`src/rtl/mem_sys_pkg.sv`:
```
// mem_sys_pkg
// Shared constants and types for the memory-system fetch path.
//   TEXT_BASE   : byte address of the first instruction ROM word
//   WORD_BYTES  : bytes per instruction word (pc step)
//   fetch_state_e : fetch unit control states
package mem_sys_pkg;

    localparam logic [31:0] TEXT_BASE  = 32'h0040_0000;
    localparam int unsigned WORD_BYTES = 4;

    typedef enum logic {
        FETCH = 1'b0,
        HALT  = 1'b1
    } fetch_state_e;

endpackage

```
`src/rtl/instr_fetch_unit_if.sv`:
```
// instr_fetch_unit_if
// Bundles the ROM address/data pair, the redirect request, the valid/ready
// instruction output stage and the status outputs of the fetch unit.
//   master : fetch unit side (drives rom_addr, inst*, fetch_fault, fetch_count)
//   slave  : ROM / decode / control side
interface instr_fetch_unit_if #(
    parameter int DATA_WIDTH = 32
);
    logic [DATA_WIDTH-1:0] rom_addr;
    logic [DATA_WIDTH-1:0] rom_q;
    logic                  redirect_valid;
    logic [DATA_WIDTH-1:0] redirect_pc;
    logic                  inst_valid;
    logic                  inst_ready;
    logic [DATA_WIDTH-1:0] inst;
    logic [DATA_WIDTH-1:0] inst_pc;
    logic                  fetch_fault;
    logic [DATA_WIDTH-1:0] fetch_count;

    modport master (
        output rom_addr,
        input  rom_q,
        input  redirect_valid,
        input  redirect_pc,
        output inst_valid,
        input  inst_ready,
        output inst,
        output inst_pc,
        output fetch_fault,
        output fetch_count
    );

    modport slave (
        input  rom_addr,
        output rom_q,
        output redirect_valid,
        output redirect_pc,
        input  inst_valid,
        output inst_ready,
        input  inst,
        input  inst_pc,
        input  fetch_fault,
        input  fetch_count
    );
endinterface

```
`src/rtl/fetch_addr_check.sv`:
```
// fetch_addr_check
// Combinational legality test for a fetch address: word aligned and inside
// [TEXT_BASE, TEXT_BASE + WORD_BYTES*(TEXT_WORDS-1)], unsigned compare.
//   i_pc    : byte address to test
//   o_legal : 1 when i_pc may be fetched
module fetch_addr_check #(
    parameter int              DATA_WIDTH = 32,
    parameter logic [31:0]     TEXT_BASE  = 32'h0040_0000,
    parameter int              TEXT_WORDS = 64
) (
    input  logic [DATA_WIDTH-1:0] i_pc,
    output logic                  o_legal
);
    import mem_sys_pkg::*;

    localparam logic [DATA_WIDTH-1:0] LO = DATA_WIDTH'(TEXT_BASE);
    localparam logic [DATA_WIDTH-1:0] HI =
        DATA_WIDTH'(TEXT_BASE) + DATA_WIDTH'(WORD_BYTES * (TEXT_WORDS - 1));

    logic w_aligned;
    logic w_in_range;

    assign w_aligned  = (i_pc[1:0] == 2'b00);
    assign w_in_range = (i_pc >= LO) && (i_pc <= HI);
    assign o_legal    = w_aligned && w_in_range;

endmodule

```
`src/rtl/instr_fetch_unit.sv`:
```
// instr_fetch_unit
// Owns the program counter, presents it to the combinational instruction
// ROM and registers the returned word into a valid/ready output stage.
// Sequential fetch, back-pressure hold, redirect, sticky fault on an
// illegal (misaligned or out-of-segment) pc.
//   clk   : clock, all state on rising edge
//   rst_n : synchronous active-low reset
//   bus   : instr_fetch_unit_if.master (ROM port, redirect, inst stage, status)
module instr_fetch_unit #(
    parameter int          DATA_WIDTH = 32,
    parameter logic [31:0] TEXT_BASE  = mem_sys_pkg::TEXT_BASE,
    parameter int          TEXT_WORDS = 64
) (
    input  logic                     clk,
    input  logic                     rst_n,
    instr_fetch_unit_if.master       bus
);
    import mem_sys_pkg::*;

    localparam logic [DATA_WIDTH-1:0] PC_STEP = DATA_WIDTH'(WORD_BYTES);

    fetch_state_e          r_state, w_state_next;
    logic [DATA_WIDTH-1:0] r_pc, w_pc_next;
    logic [DATA_WIDTH-1:0] r_inst, w_inst_next;
    logic [DATA_WIDTH-1:0] r_inst_pc, w_inst_pc_next;
    logic                  r_valid, w_valid_next;
    logic                  r_fault, w_fault_next;
    logic [DATA_WIDTH-1:0] r_count, w_count_next;

    logic w_pc_legal;
    logic w_load_slot;
    logic w_handshake;

    fetch_addr_check #(
        .DATA_WIDTH (DATA_WIDTH),
        .TEXT_BASE  (TEXT_BASE),
        .TEXT_WORDS (TEXT_WORDS)
    ) u_addr_check (
        .i_pc    (r_pc),
        .o_legal (w_pc_legal)
    );

    // The output stage can take a new word when empty or being drained.
    assign w_load_slot = (r_state == FETCH) && (!r_valid || bus.inst_ready);
    assign w_handshake = r_valid && bus.inst_ready;

    always_comb begin
        w_state_next   = r_state;
        w_pc_next      = r_pc;
        w_inst_next    = r_inst;
        w_inst_pc_next = r_inst_pc;
        w_valid_next   = r_valid;
        w_fault_next   = r_fault;
        // A handshake on a word being flushed by a redirect still counts.
        w_count_next   = w_handshake ? r_count + DATA_WIDTH'(1) : r_count;

        if (bus.redirect_valid) begin
            w_pc_next    = bus.redirect_pc;
            w_valid_next = 1'b0;
            w_fault_next = 1'b0;
            w_state_next = FETCH;
        end else if (w_load_slot) begin
            if (w_pc_legal) begin
                w_inst_next    = bus.rom_q;
                w_inst_pc_next = r_pc;
                w_valid_next   = 1'b1;
                w_pc_next      = r_pc + PC_STEP;
            end else begin
                // pc left untouched so the faulting address stays visible.
                w_state_next = HALT;
                w_fault_next = 1'b1;
                w_valid_next = 1'b0;
            end
        end
    end

    always_ff @(posedge clk) begin
        if (!rst_n) begin
            r_state   <= FETCH;
            r_pc      <= DATA_WIDTH'(TEXT_BASE);
            r_inst    <= '0;
            r_inst_pc <= '0;
            r_valid   <= 1'b0;
            r_fault   <= 1'b0;
            r_count   <= '0;
        end else begin
            r_state   <= w_state_next;
            r_pc      <= w_pc_next;
            r_inst    <= w_inst_next;
            r_inst_pc <= w_inst_pc_next;
            r_valid   <= w_valid_next;
            r_fault   <= w_fault_next;
            r_count   <= w_count_next;
        end
    end

    assign bus.rom_addr    = r_pc;
    assign bus.inst        = r_inst;
    assign bus.inst_pc     = r_inst_pc;
    assign bus.inst_valid  = r_valid;
    assign bus.fetch_fault = r_fault;
    assign bus.fetch_count = r_count;

endmodule

```
`src/flat_wrapper.sv`:
```
// flat-port wrapper written by rule: the top's interface ports become plain ports
module instr_fetch_unit_flat import mem_sys_pkg::*;
#(
    parameter int          DATA_WIDTH = 32,
    parameter logic [31:0] TEXT_BASE  = mem_sys_pkg::TEXT_BASE,
    parameter int          TEXT_WORDS = 64
)
  (clk, rst_n, bus_rom_addr, bus_rom_q, bus_redirect_valid, bus_redirect_pc, bus_inst_valid, bus_inst_ready, bus_inst, bus_inst_pc, bus_fetch_fault, bus_fetch_count);
  instr_fetch_unit_if #(.DATA_WIDTH(DATA_WIDTH)) bus_i ();
  input  logic clk;
  input  logic rst_n;
  output wire logic [$bits(bus_i.rom_addr)-1:0] bus_rom_addr;
  input wire logic [$bits(bus_i.rom_q)-1:0] bus_rom_q;
  input wire logic [$bits(bus_i.redirect_valid)-1:0] bus_redirect_valid;
  input wire logic [$bits(bus_i.redirect_pc)-1:0] bus_redirect_pc;
  output wire logic [$bits(bus_i.inst_valid)-1:0] bus_inst_valid;
  input wire logic [$bits(bus_i.inst_ready)-1:0] bus_inst_ready;
  output wire logic [$bits(bus_i.inst)-1:0] bus_inst;
  output wire logic [$bits(bus_i.inst_pc)-1:0] bus_inst_pc;
  output wire logic [$bits(bus_i.fetch_fault)-1:0] bus_fetch_fault;
  output wire logic [$bits(bus_i.fetch_count)-1:0] bus_fetch_count;
  assign bus_rom_addr = bus_i.rom_addr;
  assign bus_i.rom_q = bus_rom_q;
  assign bus_i.redirect_valid = bus_redirect_valid;
  assign bus_i.redirect_pc = bus_redirect_pc;
  assign bus_inst_valid = bus_i.inst_valid;
  assign bus_i.inst_ready = bus_inst_ready;
  assign bus_inst = bus_i.inst;
  assign bus_inst_pc = bus_i.inst_pc;
  assign bus_fetch_fault = bus_i.fetch_fault;
  assign bus_fetch_count = bus_i.fetch_count;
  instr_fetch_unit #(.DATA_WIDTH(DATA_WIDTH), .TEXT_BASE(TEXT_BASE), .TEXT_WORDS(TEXT_WORDS)) u_core (.clk(clk), .rst_n(rst_n), .bus(bus_i));
endmodule
```
`config.mk`:
```
export PLATFORM = sky130hd
export DESIGN_NAME = instr_fetch_unit_flat
export DESIGN_NICKNAME = d
export VERILOG_FILES = /design/src/rtl/mem_sys_pkg.sv /design/src/rtl/instr_fetch_unit_if.sv /design/src/rtl/fetch_addr_check.sv /design/src/rtl/instr_fetch_unit.sv /design/src/flat_wrapper.sv
export SDC_FILE = /design/constraint.sdc
export NUM_CORES = 1
export LEC_CHECK = 0
export CAP_MARGIN = 40
export CORE_ASPECT_RATIO = 1.5
export CORE_MARGIN = 4
export CORE_UTILIZATION = 45
export DETAILED_ROUTE_END_ITERATION = 8
export PLACE_DENSITY = 0.8
export SLEW_MARGIN = 20
export SYNTH_ARGS = -nofsm -noshare
export SYNTH_HDL_FRONTEND = slang
export SYNTH_HIERARCHICAL = 1
export SYNTH_SLANG_ARGS = --single-unit
```
`constraint.sdc`:
```
create_clock -name clk -period 3.9 [get_ports clk]
set_input_delay 0.975 -clock clk [delete_from_list [all_inputs] [get_ports clk]]
set_output_delay 0.975 -clock clk [all_outputs]
set_load 0.03 [all_outputs]
```
=== Word level (Yosys, flattened, before mapping) ===
Cells that the tools add are included.

* Bits in registers: 130
* Input bits: 68
* Output and inout port bits: 130
* Word-level logic and storage cells: 31

* $add $sub $neg: 2
* $lt $le $gt $ge: 2
* Multiplexer cells: 4
* Bitwise operators: 4
* Reductions and logical operators: 13

{| class="wikitable"
|+ Operators by type and width
! operator !! count
|-
| 32-bit 2-to-1 mux || 3
|-
| 32-bit by 1-bit adder with 32-bit output, second input constant || 1
|-
| 32-bit by 3-bit adder with 32-bit output, second input constant || 1
|-
| 32-bit by 23-bit >= comparator with 1-bit output, second input constant || 1
|-
| 32-bit by 23-bit less-or-equal comparator with 1-bit output, second input constant || 1
|-
| 1-bit logical AND || 4
|-
| 1-bit inverter || 4
|-
| 2-bit AND reduction || 2
|-
| 2-bit nonzero test || 2
|-
| 3-bit AND reduction || 1
|-
| 2-bit zero test || 1
|-
| 2-bit OR reduction || 1
|-
| 1-bit zero test || 1
|-
| 1-bit logical OR || 1
|-
| 1-bit 2-to-1 mux || 1
|}

=== Depth between registers and ports, before layout ===
Gate-level depths: netlist of run 1.

* Depth in word-level cells: 6
* Depth in mapped cells: 9
* Mapped depth without buffers: 8

=== Hierarchy ===
Netlist of run 1, hierarchy kept.

{| class="wikitable"
|+ Modules (own cells, without submodules)
! module !! times used !! cells each !! area each (um^2) !! seq. area each (um^2)
|-
| instr_fetch_unit || 1 || 668 || 5,476.5 || 2,602.5
|-
| fetch_addr_check || 1 || 11 || 77.6 || 0.0
|}

=== Worst setup path after synthesis of run 1 ===
OpenSTA, ideal clock, no wires.

* Kind: flip-flop to flip-flop
* From: register u_core.r_pc[28] (netlist: u_core/bus.rom_addr[28])
* To: register u_core.r_pc[31] (netlist: u_core/bus.rom_addr[31])
* Setup time: 0.086 ns
* Arrival time: 2.559 ns
* Required time: 3.814 ns
* Setup slack: 1.255 ns
* Stages on the path, launching flop included: 9
* Path buffers: 0
* Period minus slack after synthesis: 2.645 ns
* Cell sequence: dfxtp_1 > nor4_2 > o211ai_1 > a2111oi_2 > and2b_1 > nand4_1 > nor4_2 > mux2_2 > a211oi_1

* Word-level cells in the longest chain between the ends: 5
* Elaborated cells on any way between the ends: 10
* Classes of those cells: add/sub (1); order compare (2); mux (3); reduce/logical (4)

{| class="wikitable"
|+ Ends and longest elaborated chain
! what !! RTL line !! RTL
|-
| start, declared || instr_fetch_unit.sv:23 || <nowiki>logic [DATA_WIDTH-1:0] r_pc, w_pc_next;</nowiki>
|-
| start signal, assigned || instr_fetch_unit.sv:80 || <nowiki>r_pc <= DATA_WIDTH'(TEXT_BASE);</nowiki>
|-
| start signal, assigned || instr_fetch_unit.sv:88 || <nowiki>r_pc <= w_pc_next;</nowiki>
|-
| 32-bit by 23-bit >= comparator with 1-bit output or 32-bit by 23-bit less-or-equal comparator with 1-bit output (tied branches) || fetch_addr_check.sv:24 || <nowiki>assign w_in_range = (i_pc >= LO) && (i_pc <= HI);</nowiki>
|-
| 1-bit logical AND (*) || fetch_addr_check.sv:24 ||
|-
| 1-bit logical AND (*) || fetch_addr_check.sv:25 || <nowiki>assign o_legal = w_aligned && w_in_range;</nowiki>
|-
| named net u_core.w_pc_legal || instr_fetch_unit.sv:30 || <nowiki>logic w_pc_legal;</nowiki>
|-
| 2-bit nonzero test (no source line) (*) || n/a ||
|-
| 2-bit AND reduction (no source line) (*) || n/a ||
|}

The timed path passes the listed nets; every way through them passes the cells marked *. The select of a mux whose other input is x is not followed.
A chain may end at the register's enable or synchronous reset.

=== Worst setup path in the final report of run 1 ===
* From: register u_core.r_pc[10] (netlist: u_core/bus.rom_addr[10])
* To: register u_core.r_pc[24] (netlist: u_core/bus.rom_addr[24])

Same word-level chain as after synthesis.

==> flow_summary.yaml, run 1 <==
run_status:
  status: "completed"
layout:
  final_cell_area_um2: 8299
  diodes: 0
  final_cell_mix: "clkdlybuf4s50_1 (197), nand2_1 (152), dfxtp_1 (130), a21oi_1 (97), nor2_1 (40)"
  final_common_cell: "clkdlybuf4s50_1"
  drive_above_1_share_pct: 7.208
  syn_to_final_growth_pct: 49.43
  fill_cells: 963
  nNetsFinal: 932
floorplan:
  dieArea_um2: 14220
  core_um2: 12020
  pin_count: 198
  initial_core_util_pct: 46.22
  die_w_um: 98.71
  die_y_um: 144.1
  std_cell_rows: 49
logic_synthesis:
  ys_types: 46
  synthArstFlopShare_pct: 0
  yosysWarnings: 6
  ys.flop_type: "dfxtp_1"
  synth_fp_nets: 749
  syn_avg_cell_area_um2: 8.180
  synth-seq-cells: 130
  syn_area_um2: 5554
  synth_edf_count: 0
  seq_area_frac_synth_pct: 46.86
  synthCells: 679
sta:
  fin_crit_sh_pct: 82.17
  fin_crit_ns: 3.205
  worst_slack_ns: 0.6952
  worstMarginPinSlew_ns: 0.7390
  slew-limit-headroom_pct: 50.59
  grt_setup_unrepaired: "false"
  skew_ns: 0.01014
  hold_violations: 0
  report.final.slew_viol_count: 0
  setup_viol: 0
  fin_tns_setup_ns: 0
  fmax_ghz: 0.3120
  worst_hold_slack_ns: 0.4527
min_path:
  holdPathStages: 2
  hold_path.class: "register to register"
placement:
  postPlaceCellArea_um2: 7642
  dp_hpwl_um: 12100
  io_buffers: 197
  gp_congestion: 0.8729
  dp_worst_setup_slack_ns: 0.6671
cts:
  cts_buffer_depth: 2
  cts.sinks: 130
  cts_tree: "yes"
  numCtsBuffers: 17
  htreeDepth: 4
  path_clk_slew_ns: 0.06
  clk_latency_ns: 0.40
  cts_root_buf: "clkbuf_16"
  cts_hold_buf: 0
  ctsResizeCount: 0
  cts_setup_buffers: 0
drt:
  drc_errors: 0
  wl_per_cell_um: 16.69
  wl_um: 17140
  vias_per_cell: 5.355
  ant_nets: 0
  firstDrtPassIters: 5
  via_count: 5500
  drt_iter0_drc: 259
critical_path:
  critPathRequiredTime_ns: 4.18
  setup.worst_path.start_class: "register"
  reg2reg_depth: 8
  cp-end-kind: "register"
  crit_type: "register to register"
  cp.arrival_ns: 3.48
  crit_fanout: 14
grt:
  grt_max_degree: 55
  globalRouteOverflowTotal: 0
  grt_pass1_vias: 5579
  antenna_found_initial: 0
  grtUsageTotal_pct: 23.55
  grt_pass1_wl_um: 27040
power:
  powerDensity_nw_per_um2: 411.6
  ir_drop_uv: 394.0
  leakage_nw: 2.729
run:
  drv_cap: 0
[power breakdown]
group | switching, mW | internal, mW
clock network | 0.588 | 1.17
logic | 0.131 | 0.133
registers | 0.0433 | 1.35
total | 0.762 | 2.65
[cell type report]
class / count / area, µm² / share of cell area (%)
sequential: 130 / 2603 / 31.36
clock inverter: 12 / 203.9 / 2.457
inverter: 11 / 42.54 / 0.5126
timing repair buffer: 207 / 2072 / 24.97
tap: 153 / 191.4 / 2.307
multi-input combinational: 495 / 2734 / 32.94
clock buffer: 19 / 452.9 / 5.458
[final timing paths]
kind / slack, ns / endpoint / startpoint
setup reg to reg: 0.70 / u_core/bus.rom_addr[24]$_SDFFE_PN0P_ / u_core/bus.rom_addr[10]$_SDFFE_PN0P_
setup / recovery: 0.70 / u_core/bus.rom_addr[24]$_SDFFE_PN0P_ / u_core/bus.rom_addr[10]$_SDFFE_PN0P_
hold reg to reg: 0.45 / u_core/bus.inst_pc[1]$_SDFFE_PN0P_ / u_core/bus.inst_pc[1]$_SDFFE_PN0P_
hold / removal: 0.45 / u_core/bus.inst_pc[1]$_SDFFE_PN0P_ / u_core/bus.inst_pc[1]$_SDFFE_PN0P_
[per-layer routing]
metal | routed length [µm] | global-route usage (%) | part of all wire (%) | up-vias
met5 | 0 | 0 | 0 | -
met4 | 506 | 11.01 | 3.0 | 0
met3 | 1087 | 5.454 | 6.3 | 43
met2 | 9318 | 44.42 | 54 | 219
met1 | 6226 | 24.49 | 36 | 2554
li1 | - | - | - | 2684
[cells by family (layout without fill, tap and decap cells)]
logic type	count (synthesis)	count (layout)	share of synthesized area, %
AOI/OAI and AO/OA	144	144	13.65
buffers and inverters	54	249	4.100
adders and majority gates	2	2	0.4505
DFF	130	130	46.86
muxes	3	3	0.5632
and+or+nand+nor	300	300	27.12
xor gates and xnor gates	46	46	7.254
[sequential cells by signal, summed over array words and instances (netlist names)]
name	count
u_core/bus.fetch_count	32
u_core/bus.inst_pc	32
u_core/bus.inst_valid	1
u_core/bus.rom_addr	32
u_core/bus.fetch_fault	1
u_core/bus.inst	32
[cells in the mapped netlist (4+ instances only)]
cell type / number / area share, %
nand2_1: 152 / 10
dfxtp_1: 130 / 47
a21oi_1: 97 / 8.7
nor2_1: 40 / 2.7
clkbuf_1: 34 / 2.3
o21ai_0: 34 / 3.1
xnor2_1: 27 / 4.3
nand3_1: 22 / 2.0
xor2_1: 19 / 3.0
nand4_1: 18 / 2.0
nor4_2: 12 / 2.7
or3_1: 12 / 1.4
inv_1: 11 / 0.74
and2_1: 7 / 0.79
and4_1: 7 / 1.1
a211oi_1: 5 / 0.68
and3_1: 5 / 0.56
buf_2: 5 / 0.45
nor3_1: 5 / 0.45
nor4_1: 4 / 0.45
[through the flow]
step	std cells	utilization, %	power [mW]
CTS	1027	69.07	3.440
detailed placement	996	63.60	1.684
global placement	996	63.60	1.681
finish	1027	69.07	3.416
floorplan	679	-	1.536
global route	1027	69.07	3.514
[critical path, cell delays in order, from the launching register on]
cell and delay, ns:
dfxtp_1 0.37, nor4_1 0.39, nand2_1 0.15, a2111oi_2 0.54, and2b_1 0.31, nand3_1 0.55, nor4_2 0.48, xnor2_1 0.18
a21oi_1 0.10
(Power assumes the default switching activity.)
==> run 2: changes to the inputs <==
clock period = 3.35 ns   (was 3.9 ns; I/O delays follow)
==> flow_summary.yaml, run 2 (synthesis gave the netlist of run 1 again) <==
placement:
  dp_hpwl_um: 12470
  io_buffers: 197
  dp_cells: 1003
  dp_worst_setup_slack_ns: 0.4688
  gp_congestion: 0.8884
  postPlaceCellArea_um2: 7695
drt:
  ant_nets: 0
  wl_um: 17360
  drc_errors: 0
  met1_length_um: 6132
  wl_per_cell_um: 16.77
  vias_per_cell: 5.387
  drt_iter0_drc: 254
  via_count: 5576
  wl_met2_um: 9601
  firstDrtPassIters: 5
  routed.top_layer: "met4"
  met3_length_um: 1118
cts:
  cts_hold_buf: 0
  cts_buffer_depth: 2
  cts_setup_buffers: 0
  cts_tree: "yes"
  cts.sinks: 130
  cts_root_buf: "clkbuf_16"
  path_clk_slew_ns: 0.06
  numCtsBuffers: 17
  htreeDepth: 4
  clk_latency_ns: 0.41
  ctsResizeCount: 0
sta:
  fmax_ghz: 0.3371
  grt_setup_unrepaired: "false"
  slew-limit-headroom_pct: 59.80
  worstMarginPinSlew_ns: 0.6030
  fin_tns_setup_ns: 0
  skew_ns: 0.01096
  fin_crit_ns: 2.967
  setup_viol: 0
  report.final.slew_viol_count: 0
  worst_slack_ns: 0.3832
  fin_crit_sh_pct: 88.56
  hold_violations: 0
run:
  drv_cap: 0
floorplan:
  std_cell_rows: 49
  die_w_um: 98.71
  pin_count: 198
  dieArea_um2: 14220
  core_um2: 12020
  initial_core_util_pct: 46.22
  die_y_um: 144.1
power:
  ir_drop_uv: 337.5
  leakage_nw: 2.741
  switchingPower_uw: 850.8
  seqPwrFrac_pct: 43.1
  powerDensity_nw_per_um2: 453.2
  combPwrFrac_pct: 8.6
  switching_share_pct: 22.66
  power.share.clock_pct: 48.3
  p_int_mw: 2.905
critical_path:
  r2r-start: "u_core/bus.rom_addr[10]$_SDFFE_PN0P_"
  setup.worst_path.start_class: "register"
  cp-end-kind: "register"
  rrSetupSlack_ns: 0.38
  cp.arrival_ns: 3.29
  reg2reg_depth: 9
  crit_fanout: 9
  critPathRequiredTime_ns: 3.67
  crit_type: "register to register"
  r2r-end: "u_core/bus.rom_addr[16]$_SDFFE_PN0P_"
grt:
  grt_pass1_wl_um: 27400
  grtUsageTotal_pct: 23.94
  antenna_found_initial: 0
  grt_max_degree: 62
  globalRouteOverflowTotal: 0
  grt_pass1_vias: 5705
layout:
  syn_to_final_growth_pct: 49.20
  final_cell_area_um2: 8287
  diodes: 0
  nNetsFinal: 939
  final_cell_mix: "clkdlybuf4s50_1 (197), nand2_1 (152), dfxtp_1 (130), a21oi_1 (97), nor2_1 (40)"
  fin_cells: 1035
  fill_cells: 959
  final_common_cell: "clkdlybuf4s50_1"
  drive_above_1_share_pct: 7.823
min_path:
  holdPathEnd: "u_core/bus.inst[9]$_SDFFE_PN0P_"
  hold_path.class: "register to register"
  holdPathStages: 2
  hp-start: "u_core/bus.inst[9]$_SDFFE_PN0P_"
run_status:
  status: "completed"
-- run 2: changes by cell type in the layout (fill, tap and decap cells not counted) --
cell,before,now
bufinv_16,5,2
inv_6,2,0
buf_4,8,15
clkinv_2,2,5
clkbuf_8,2,4
clkbuf_1,0,2
clkinvlp_4,3,2
-- run 2: how the worst max path moves through the flow --
stage                                               from                                 endpoint  slack, ns
floorplan           u_core/bus.rom_addr[28]$_SDFFE_PN0P_     u_core/bus.rom_addr[31]$_SDFFE_PN0P_       0.71
detailed placement  u_core/bus.rom_addr[10]$_SDFFE_PN0P_     u_core/bus.rom_addr[16]$_SDFFE_PN0P_       0.47
global route        u_core/bus.rom_addr[10]$_SDFFE_PN0P_     u_core/bus.rom_addr[31]$_SDFFE_PN0P_       0.31
finish              u_core/bus.rom_addr[10]$_SDFFE_PN0P_     u_core/bus.rom_addr[16]$_SDFFE_PN0P_       0.38
global placement                          bus_inst_ready  u_core/bus.fetch_count[31]$_SDFFE_PN0P_       0.59
CTS                 u_core/bus.rom_addr[10]$_SDFFE_PN0P_     u_core/bus.rom_addr[16]$_SDFFE_PN0P_       0.43
-- run 2: power by group through the flow --
stage                     Sequential (mW)  Clock [mW]  Combinational (mW)
after floorplan                      1.70           0              0.0885
after global placement               1.65           0               0.315
after detailed placement             1.65           0               0.318
after CTS                            1.62        1.85               0.321
after global routing                 1.62        1.91               0.342
final                                1.62        1.82               0.321
-- run 2: layer usage --
metal  track usage [%]  vias to the layer above
met1             23.06                     2606
met5                 0                        -
met3             7.529                       37
li1                  -                     2708
met2             46.31                      225
met4             10.29                        0
-- run 2: cell type report --
type,instances,area [µm²],area share (%)
Timing Repair Buffer,214,2125,25.64
Inverter,11,42.54,0.5134
Clock buffer,23,488.0,5.889
Sequential cell,130,2603,31.41
Multi-Input combinational cell,495,2734,32.99
Clock inverter,9,103.9,1.253
Tap cell,153,191.4,2.310
-- run 2: worst max-delay path, stage by stage (launching register included) --
cell,delay (ns)
dfxtp_1,0.37
nor4_1,0.42
nand2_1,0.15
a2111oi_2,0.53
and2b_1,0.30
nand3_1,0.31
buf_4,0.29
nor3_1,0.20
xnor2_1,0.10
a211oi_1,0.23
-- run 2: through the flow --
step                power, mW  utilization [%]  hold WS, ns
floorplan               1.788                -       0.5843
detailed placement      1.969            64.04       0.4457
finish                  3.756            68.96       0.4517
global route            3.878            68.96       0.4740
global placement        1.964            64.04       0.4406
CTS                     3.786            68.96       0.4536
==> run 3: changes to the inputs <==
SETUP_SLACK_MARGIN = 0.4   (was default)
clock period = 3.4 ns   (was 3.35 ns; I/O delays follow)
==> flow_summary.yaml, run 3 (synthesis gave the netlist of run 1 again) <==
critical_path:
  cp_slowest_stage_delay_ns: 0.51
  crit_fanout: 6
  critPathSlowestCell: "a2111oi_2"
  cp-end-kind: "register"
  critPathRequiredTime_ns: 3.72
  setup.worst_path.start_class: "register"
  path_cells: "nor4_2, o211ai_1, a2111oi_2, and2b_2, nand4_1, nor4_2, mux2_2, a211oi_1"
  cp.arrival_ns: 3.13
  worst_path_most_repeated_cell: "nor4_2"
  crit_type: "register to register"
sta:
  skew_ns: 0.009174
  fmax_ghz: 0.3554
  worstMarginPinSlew_ns: 0.5902
  slew-limit-headroom_pct: 60.66
  fin_crit_sh_pct: 82.77
  setup_viol: 0
  report.final.slew_viol_count: 0
  worst_hold_slack_ns: 0.4544
  hold_violations: 0
  fin_tns_setup_ns: 0
  grt_setup_unrepaired: "false"
  fin_crit_ns: 2.814
cts:
  cts_hold_buf: 0
  cts.sinks: 130
  cts_tree: "yes"
  clk_latency_ns: 0.41
  cts_buffer_depth: 2
  path_clk_slew_ns: 0.06
  cts_root_buf: "clkbuf_16"
  cts_setup_buffers: 0
  htreeDepth: 4
  numCtsBuffers: 17
drt:
  wl_um: 17530
  firstDrtPassIters: 6
  wl_per_cell_um: 16.93
  vias_per_cell: 5.423
  drc_errors: 0
  ant_nets: 0
  drt_iter0_drc: 198
  via_count: 5613
grt:
  globalRouteOverflowTotal: 0
  antenna_found_initial: 0
  grt_pass1_wl_um: 27890
  grt_max_degree: 57
  grtUsageTotal_pct: 24.39
  grt_pass1_vias: 5617
run:
  drv_cap: 0
placement:
  gp_congestion: 0.8753
  dp_hpwl_um: 12630
  postPlaceCellArea_um2: 7682
  io_buffers: 197
floorplan:
  dieArea_um2: 14220
  die_w_um: 98.71
  initial_core_util_pct: 46.22
  core_um2: 12020
  pin_count: 198
  std_cell_rows: 49
  die_y_um: 144.1
layout:
  fin_util_pct: 69.00
  final_cell_mix: "clkdlybuf4s50_1 (197), nand2_1 (152), dfxtp_1 (130), a21oi_1 (97), nor2_1 (40)"
  nNetsFinal: 939
  drive_above_1_share_pct: 8.059
  final_cell_area_um2: 8292
  final_common_cell: "clkdlybuf4s50_1"
  syn_to_final_growth_pct: 49.29
power:
  ir_drop_uv: 346.0
  powerDensity_nw_per_um2: 452.0
  leakage_nw: 2.739
min_path:
  hold_path.class: "register to register"
run_status:
  status: "completed"
-- run 3: critical path: cells and delay by family, from the launching register on --
| family | cells | cell delay, ns |
|---|---|---|
| flip-flops | 1 | 0.38 |
| AND/OR/NAND/NOR | 4 | 1.09 |
| AO/OA/AOI/OAI | 3 | 0.87 |
| multiplexers | 1 | 0.37 |
-- run 3: repair_timing --
item	4_1_cts	5_1_grt
gates resized for setup	0	3
endpoints found under the hold margin	0	0
endpoints found under the setup margin	0	4
-- run 3: report_power, final --
part | switching [mW] | internal (mW) | leakage (nW)
Sequential | 0.0425 | 1.55 | 1.05
Combinational | 0.161 | 0.158 | 1.40
Clock | 0.652 | 1.18 | 0.289
Total | 0.855 | 2.89 | 2.74
-- run 3: layout make-up --
class / instances / area [µm²]
clock buffer: 21 / 460.4
multi-input combinational: 495 / 2746
clock inverter: 10 / 133.9
fill: 968 / 3725
timing repair buffer: 214 / 2112
tap: 153 / 191.4
inverter: 11 / 42.54
sequential: 130 / 2603
antenna: 1 / 2.502
-- run 3: final timing paths --
check | slack (ns) | endpoint | depth (start not counted) | startpoint
worst max-delay path | 0.59 | u_core/bus.rom_addr[31]$_SDFFE_PN0P_ | 8 | u_core/bus.rom_addr[28]$_SDFFE_PN0P_
worst min-delay path | 0.45 | u_core/bus.inst[16]$_SDFFE_PN0P_ | 2 | u_core/bus.inst[16]$_SDFFE_PN0P_
worst min register to register | 0.45 | u_core/bus.inst[16]$_SDFFE_PN0P_ | 2 | u_core/bus.inst[16]$_SDFFE_PN0P_
worst max register to register | 0.59 | u_core/bus.rom_addr[31]$_SDFFE_PN0P_ | 8 | u_core/bus.rom_addr[28]$_SDFFE_PN0P_
-- run 3: routing by layer --
| layer | wire (µm) | GRT usage, % | vias up |
|---|---|---|---|
| li1 | - | - | 2707 |
| met1 | 6273 | 24.92 | 2607 |
| met2 | 9407 | 45.38 | 250 |
| met3 | 1245 | 6.274 | 49 |
| met4 | 601 | 12.73 | 0 |
| met5 | 0 | 0 | - |
-- run 3: stage by stage --
step / worst slack (ns) / total power [mW] / cells
final: 0.5859 / 3.748 / 1035
after CTS: 0.4806 / 3.775 / 1034
after global placement: 0.6216 / 1.936 / 1003
after detailed placement: 0.5472 / 1.941 / 1003
after global routing: 0.4496 / 3.871 / 1034
after floorplan: 0.7553 / 1.762 / 679
